[src/rtl/load_store_unit.sv]
// -----------------------------------------------------------------------------
// load_store_unit
//
// Byte-addressed load/store front end for a word-organised data_mem that has
// no byte enables. A core request (byte address, RISC-V funct3, store data) is
// turned into word-indexed data_mem accesses:
//   - loads read the word, pick the byte/half lane and sign/zero extend it;
//   - SW writes the word directly;
//   - SB/SH read the word, merge the new lane in, then write it back;
//   - misaligned or illegal requests respond with resp_err and never touch
//     memory.
//
// Ports
//   clk, reset_n          clock, synchronous active-low reset
//   req_valid/req_ready   request handshake (ready only while IDLE)
//   req_we                1 = store, 0 = load
//   req_funct3            000 B, 001 H, 010 W, 100 BU, 101 HU
//   req_addr              byte address (wraps modulo DEPTH*4)
//   req_wdata             store data, low byte/half used for SB/SH
//   resp_valid            one-cycle completion pulse
//   resp_rdata            extended load data, 0 for stores and errors
//   resp_err              misaligned / illegal funct3, valid with resp_valid
//   mem_write             data_mem write strobe
//   mem_addr              data_mem word address
//   mem_wdata             data_mem write data
//   mem_rdata             data_mem read data, combinational from mem_addr
// -----------------------------------------------------------------------------
module load_store_unit #(
  parameter int WIDTH = 32,
  parameter int DEPTH = 1024
) (
  input  logic                     clk,
  input  logic                     reset_n,
  input  logic                     req_valid,
  output logic                     req_ready,
  input  logic                     req_we,
  input  logic [2:0]               req_funct3,
  input  logic [31:0]              req_addr,
  input  logic [WIDTH-1:0]         req_wdata,
  output logic                     resp_valid,
  output logic [WIDTH-1:0]         resp_rdata,
  output logic                     resp_err,
  output logic                     mem_write,
  output logic [$clog2(DEPTH)-1:0] mem_addr,
  output logic [WIDTH-1:0]         mem_wdata,
  input  logic [WIDTH-1:0]         mem_rdata
);

  localparam int AW = $clog2(DEPTH);

  localparam logic [2:0] F3_B  = 3'b000;
  localparam logic [2:0] F3_H  = 3'b001;
  localparam logic [2:0] F3_W  = 3'b010;
  localparam logic [2:0] F3_BU = 3'b100;
  localparam logic [2:0] F3_HU = 3'b101;

  typedef enum logic [1:0] {IDLE, READ, WRITE} state_t;

  state_t state_q, state_d;

  // Captured request. Only the byte-address bits that reach data_mem are kept.
  logic [AW+1:0]    addr_q;
  logic             we_q;
  logic [2:0]       funct3_q;
  logic [WIDTH-1:0] wdata_q;
  logic [WIDTH-1:0] merge_q;

  logic             accept;
  logic             req_illegal;
  logic             f3_bad;
  logic             misaligned;
  logic [7:0]       byte_sel;
  logic [15:0]      half_sel;
  logic [WIDTH-1:0] load_val;
  logic [WIDTH-1:0] merged;

  // Address bits above the data_mem range are deliberately dropped (wrap).
  logic addr_hi_unused;
  assign addr_hi_unused = ^req_addr[31:AW+2];

  assign accept = req_valid && req_ready;

  // Legality of the incoming request, judged on the raw inputs at accept time.
  always_comb begin
    // NOTE: every always_comb output gets a default first so no path can
    // leave it unassigned and infer a latch.
    f3_bad     = 1'b0;
    misaligned = 1'b0;
    if (req_funct3 == 3'b011 || req_funct3[2:1] == 2'b11) f3_bad = 1'b1;
    if (req_we && req_funct3[2])                          f3_bad = 1'b1;
    if (req_funct3[1:0] == 2'b01 && req_addr[0])          misaligned = 1'b1;
    if (req_funct3[1:0] == 2'b10 && req_addr[1:0] != 2'b00) misaligned = 1'b1;
    req_illegal = f3_bad || misaligned;
  end

  // Lane extraction for loads and lane merge for sub-word stores, both keyed
  // by the captured address and reading the word currently on mem_rdata.
  always_comb begin
    byte_sel = mem_rdata[{addr_q[1:0], 3'b000} +: 8];
    half_sel = mem_rdata[{addr_q[1], 4'b0000} +: 16];

    case (funct3_q)
      F3_B:    load_val = {{(WIDTH-8){byte_sel[7]}}, byte_sel};
      F3_BU:   load_val = {{(WIDTH-8){1'b0}}, byte_sel};
      F3_H:    load_val = {{(WIDTH-16){half_sel[15]}}, half_sel};
      F3_HU:   load_val = {{(WIDTH-16){1'b0}}, half_sel};
      default: load_val = mem_rdata;
    endcase

    merged = mem_rdata;
    if (funct3_q[1:0] == 2'b00) merged[{addr_q[1:0], 3'b000} +: 8]  = wdata_q[7:0];
    else                        merged[{addr_q[1], 4'b0000} +: 16]  = wdata_q[15:0];
  end

  // State register.
  always_ff @(posedge clk) begin
    // NOTE: sequential state uses non-blocking assignments so every register
    // samples pre-edge values regardless of statement order.
    if (!reset_n) state_q <= IDLE;
    else          state_q <= state_d;
  end

  // Next-state logic.
  always_comb begin
    state_d = state_q;
    case (state_q)
      IDLE: begin
        if (accept && !req_illegal)
          state_d = (req_we && req_funct3 == F3_W) ? WRITE : READ;
      end
      READ:    state_d = we_q ? WRITE : IDLE;
      WRITE:   state_d = IDLE;
      default: state_d = IDLE;
    endcase
  end

  // Outputs decoded from state. The write strobe is masked by reset so a
  // reset landing in WRITE can never corrupt memory.
  always_comb begin
    req_ready = (state_q == IDLE);
    mem_write = (state_q == WRITE) && reset_n;
    mem_addr  = (state_q == IDLE) ? '0 : addr_q[AW+1:2];
    mem_wdata = (funct3_q == F3_W) ? wdata_q : merge_q;
  end

  // Request capture, merge register and registered response.
  always_ff @(posedge clk) begin
    // NOTE: these are plain flops, not memory, so all of them are reset; this
    // keeps a dropped request from leaking into the next one.
    if (!reset_n) begin
      addr_q     <= '0;
      we_q       <= 1'b0;
      funct3_q   <= '0;
      wdata_q    <= '0;
      merge_q    <= '0;
      resp_valid <= 1'b0;
      resp_err   <= 1'b0;
      resp_rdata <= '0;
    end else begin
      resp_valid <= 1'b0;
      resp_err   <= 1'b0;
      case (state_q)
        IDLE: begin
          if (accept) begin
            addr_q   <= req_addr[AW+1:0];
            we_q     <= req_we;
            funct3_q <= req_funct3;
            wdata_q  <= req_wdata;
            if (req_illegal) begin
              resp_valid <= 1'b1;
              resp_err   <= 1'b1;
              resp_rdata <= '0;
            end
          end
        end
        READ: begin
          if (we_q) begin
            merge_q <= merged;
          end else begin
            resp_valid <= 1'b1;
            resp_rdata <= load_val;
          end
        end
        WRITE: begin
          resp_valid <= 1'b1;
          resp_rdata <= '0;
        end
        default: ;
      endcase
    end
  end

endmodule
[config.mk]
export PLATFORM = sky130hd
export DESIGN_NAME = load_store_unit
export DESIGN_NICKNAME = d
export VERILOG_FILES = /design/src/rtl/load_store_unit.sv
export SDC_FILE = /design/constraint.sdc
export NUM_CORES = 1
export LEC_CHECK = 0
export ABC_AREA = 1
export CORE_MARGIN = 1.5
export CORE_UTILIZATION = 44
export CTS_CLUSTER_DIAMETER = 50
export DETAILED_ROUTE_END_ITERATION = 6
export PLACE_DENSITY = 0.77
export SLEW_MARGIN = 20
export SYNTH_ARGS = -nofsm -noshare
export SYNTH_HDL_FRONTEND = slang
export SYNTH_SLANG_ARGS = --single-unit
[constraint.sdc]
create_clock -name clk -period 1.9 [get_ports clk]
set_input_delay 0.57 -clock clk [delete_from_list [all_inputs] [get_ports clk]]
set_output_delay 0.57 -clock clk [all_outputs]
set_load 0.02 [all_outputs]
# Yosys cells after proc, flatten, opt, wreduce, memory -nomap -nowiden
# Index checks and enable logic that the tools add are counted.
# W data, S select, Z words.
word_totals:
  register_bits: 116
  elab_cells: 73
op_classes:
  n_eq_ne: 15
  add_sub_neg: 2
  shift: 6
  n_reduce_logical: 19
  n_mux: 22
op_table:
  columns: ["operator", "count"]
  rows:
  - ["$mux W32", 5]
  - ["$pmux W32 S4", 1]
  - ["$pmux W32 S3", 1]
  - ["$bwmux W32", 2]
  - ["$shift A16 B7 Y32 const A", 1]
  - ["$shift A8 B7 Y32 const A", 1]
  - ["$shiftx A16 B7 Y32", 1]
  - ["$shiftx A32 B6 Y16", 1]
  - ["$shiftx A32 B6 Y8", 1]
  - ["$shiftx A8 B7 Y32", 1]
  - ["$neg A5 Y7", 2]
  - ["$mux W10", 1]
  - ["$eq A3 B2 Y1 const B", 3]
  - ["$logic_and A1 B1 Y1", 7]
  - ["$mux W1", 7]
  - ["$eq A2 B2 Y1 const B", 3]
  - ["$eq A3 B3 Y1 const B", 2]
  - ["$mux W2", 3]
  - ["$ne A2 B1 Y1 const B", 3]
  - ["$reduce_and A2 Y1", 3]
  - ["$eq A2 B1 Y1 const B", 2]
  - ["$logic_not A2 Y1", 2]
  - ["$pmux W2 S2", 1]
  - ["$reduce_and A4 Y1", 1]
  - ["other kinds (8)", 9]

# Depth between registers and ports, before layout
depth:
  depth_word: 9
  mapped_depth: 12
  ltp_nobuf: 10

# Worst setup path before layout
# Ideal clock, no wire load.
synth_path:
  path_type: "input to output"
  startpoint: "input reset_n"
  endpoint: "output mem_write"
  path_buffers: 2
  t_arrival_ns: 1.311
  setup_slack_ns: 0.019
  path_stages: 4
  cell_sequence: "buf_2 -> inv_2 -> buf_1 -> nor2_1"
synth_via:
  elab_chain_len: 1
synth_lines:
  columns: ["element", "line", "rtl"]
  rows:
  - ["from (decl)", "33", "input logic reset_n,"]
  - ["$logic_and A1 B1 Y1", "141", "mem_write = (state_q == WRITE) && reset_n;"]
  - ["to (decl)", "43", "output logic mem_write,"]
# Every way passes these cells.

# Worst setup path in the final report
layout_path:
  startpoint: "register funct3_q[1]"
  endpoint: "output mem_wdata[18]"
layout_via:
  elab_chain_len: 2
layout_lines:
  columns: ["element", "line", "rtl"]
  rows:
  - ["from (decl)", "64", "logic [2:0] funct3_q;"]
  - ["from (signal assigned)", "167", "funct3_q <= req_funct3;"]
  - ["$eq A3 B2 Y1", "143", "mem_wdata = (funct3_q == F3_W) ? wdata_q : merge_q;"]
  - ["$mux W32", "143", null]
  - ["to (decl)", "45", "output logic [WIDTH-1:0] mem_wdata,"]
# Every way passes these cells.

==> flow_metrics.py <==
metrics = {
    "finish": {
        "final_common_cell": "nand2_1",
        "layout_common_cells": "nand2_1, a21oi_1, nor2_1",
        "antenna_cells": 0,
        "syn_to_final_growth_pct": 45.9,
        "drive_above_1_share": 0.200,
        "final_core_util": 0.655,
        "final_nets": 1258,
    },
    "worst_hold_path": {
        "hold_path.class": "register to register",
    },
    "floorplanning": {
        "floorplan.initialDensity": 0.449,
        "num_rows": 44,
        "top_level_ports": 181,
        "dieArea_sq_um": 15400,
        "coreArea_sq_um": 14400,
        "die_h_microns": 124,
        "die_w_microns": 124,
    },
    "routing": {
        "ant_nets": 0,
        "vias": 7255,
        "drt_iter0_markers": 785,
        "wire_per_inst_microns": 16.8,
        "routed_wl_mm": 22.6,
        "drt_drc_violations_left": 0,
        "via_per_inst": 5.39,
        "drt_pass1_iterations": 5,
    },
    "grt": {
        "grt_pass1_wl_mm": 35.6,
        "overflow": 0,
        "antenna_found_initial": 0,
        "grt_start_max_net_pins": 90,
        "gr-usage-all-layers": 0.289,
        "grt_pass1_vias": 6927,
    },
    "worst_setup_path": {
        "end_kind": "output pin",
        "endpoint": "mem_wdata[18]",
        "cp.required_ps": 1330,
        "crit_arrival_ps": 1690,
        "path_class": "register to output pin",
        "reg2reg_slack_ps": 100,
        "crit_start": "funct3_q[1]$_SDFFE_PN0P_",
        "r2r-end": "merge_q[16]$_SDFFE_PN0N_",
        "ff2ff_path_depth": 8,
        "timing.rr.start": "addr_q[1]$_SDFFE_PN0P_",
        "cp_max_fo": 5,
        "startpoint_type": "register",
    },
    "timing": {
        "fmax_ghz": 0.442,
        "drv_slew": 0,
        "rsz0062_at_grt": "yes",
        "slew_headroom": 0.429,
        "whs_ps": 457,
        "worst_pin_slew_ps": 856,
        "period_share": 1.19,
        "skew_ps": 7.30,
        "hold_viol_final": 0,
        "finalSetupViolations": 41,
        "finalWorstSetupSlack_ps": -364,
        "post-route-min-period_ps": 2260,
    },
    "pwr": {
        "p_leak_uw": 0.00422,
        "power.total_uw": 7950,
        "vdd_drop_max_uv": 595,
        "power_density_nw_per_um2": 842,
    },
    "clock_network": {
        "clock_latency_ps": 420,
        "htree_levels": 4,
        "path_clk_slew_ps": 50,
        "numCtsBuffers": 17,
        "clockBufferDepth": 2,
        "cts_tree": "built",
        "root_buffer": "clkbuf_16",
        "cts_sinks": 116,
    },
    "yosys": {
        "yosysTopAreaCellShare": 0.359,
        "synth_top_cell_by_area": "dfxtp_1",
        "synth_area_per_cell_sq_um": 6.74,
        "netlist_instances": 960,
        "synth_top_family_by_area": "simple AND/OR/NAND/NOR gates",
        "yosysWarnings": 0,
        "syn-num-nets": 1068,
        "synth-simple-area-share": 0.251,
        "synthTopCellsByArea": "dfxtp_1, nand2_1, a21oi_1",
        "synth-xor-area-share": 0,
        "ys_seq_elements": 116,
        "yosysSeqAreaShare": 0.359,
        "synth_mux_area_frac": 0.0557,
        "synth_area_sq_um": 6470,
        "synth_adder_area_share": 0.00967,
        "synth_compound_area_frac": 0.225,
        "synth_cell_types": 33,
    },
    "outcome": {
        "status": "finished, violations left",
        "violations": "setup timing",
    },
    "flow_run": {
        "drv_cap": 0,
    },
    "placement": {
        "place_congestion": 0.934,
        "io_buffers": 160,
        "post-dp-hpwl_mm": 15.1,
    },
}
[cells by family after synthesis]
family,count (synthesis)
compound gates,272
fa+ha+maj,5
buf+inv,145
flops,116
mux,32
simple gates,390
[flip-flops by register name (all words and copies together), names as in the netlist]
| signal | cells |
|---|---|
| merge_q | 32 |
| resp_rdata | 32 |
| wdata_q | 32 |
| addr_q | 12 |
| funct3_q | 3 |
| state_q | 2 |
| resp_err | 1 |
| resp_valid | 1 |
| we_q | 1 |
[critical path, stage by stage (launching register included)]
cell and delay, ps:
dfxtp_2 330, inv_2 40, nor2_4 90, nand2_4 100, buf_6 150, buf_16 130
mux2_4 300, buf_6 130
[repair_timing]
item                       4_1_cts  5_1_grt
setup endpoints to repair       78       58
pin swaps                        3        4
hold buffers                     0        0
resized for setup              295       47
cloned                           5        0
setup buffers                   11        3
[per-layer routing]
layer | vias to the layer above | share of wire | global-route usage
met5 | - | 0 | 0
met4 | 0 | 0.043 | 0.145
met2 | 326 | 0.46 | 0.456
met1 | 3317 | 0.42 | 0.366
li1 | 3550 | - | -
met3 | 62 | 0.084 | 0.0739
[worst min path at each step]
stage	slack (ps)	startpoint	cells past startpoint	end
after floorplan	430	addr_q[10]$_SDFFE_PN0P_	2	addr_q[10]$_SDFFE_PN0P_
after global placement	440	addr_q[9]$_SDFFE_PN0P_	2	addr_q[9]$_SDFFE_PN0P_
after detailed placement	450	addr_q[6]$_SDFFE_PN0P_	2	addr_q[6]$_SDFFE_PN0P_
after CTS	450	addr_q[6]$_SDFFE_PN0P_	2	addr_q[6]$_SDFFE_PN0P_
after global routing	470	merge_q[6]$_SDFFE_PN0N_	2	merge_q[6]$_SDFFE_PN0N_
final	460	addr_q[8]$_SDFFE_PN0P_	2	addr_q[8]$_SDFFE_PN0P_
[metrics by stage]
step / TNS, ps / cell area [sq um] / instances / worst slack [ps]
floorplan: 0 / 6470 / 960 / 19.1
global placement: -12770 / 8500 / 1299 / -294
detailed placement: -14850 / 8500 / 1299 / -347
CTS: -11990 / 9330 / 1345 / -383
global route: -12650 / 9440 / 1345 / -418
finish: -10670 / 9440 / 1345 / -364
[synthesized netlist by cell type (all sizes together)]
| master | count |
|---|---|
| nand3b | 1 |
| nand4 | 2 |
| nand3 | 44 |
| a21oi | 118 |
| o21ai | 113 |
| nor2 | 131 |
| mux2 | 32 |
| nor3b | 1 |
| o22ai | 10 |
| buf | 41 |
| nand2 | 209 |
| o21bai | 4 |
| o211ai | 27 |
| inv | 77 |
| clkbuf | 26 |
| dfxtp | 116 |
| clkinv | 1 |
| ha | 5 |
| nor3 | 2 |
[cell type report]
cell class,count,area (sq um)
Inverter,78,299
Timing Repair Buffer,237,2350
Clock buffer,19,443
Fill cell,1252,4980
Timing Repair inverter,1,7.51
Sequential cell,116,2330
Tap cell,184,230
Multi-Input combinational cell,699,3600
Clock inverter,11,184
[power breakdown]
part | internal [uW] | switching, uW
clock | 2330 | 1130
sequential | 2590 | 95.5
combinational | 759 | 1030
total | 5680 | 2260
(Power assumes the default switching activity.)
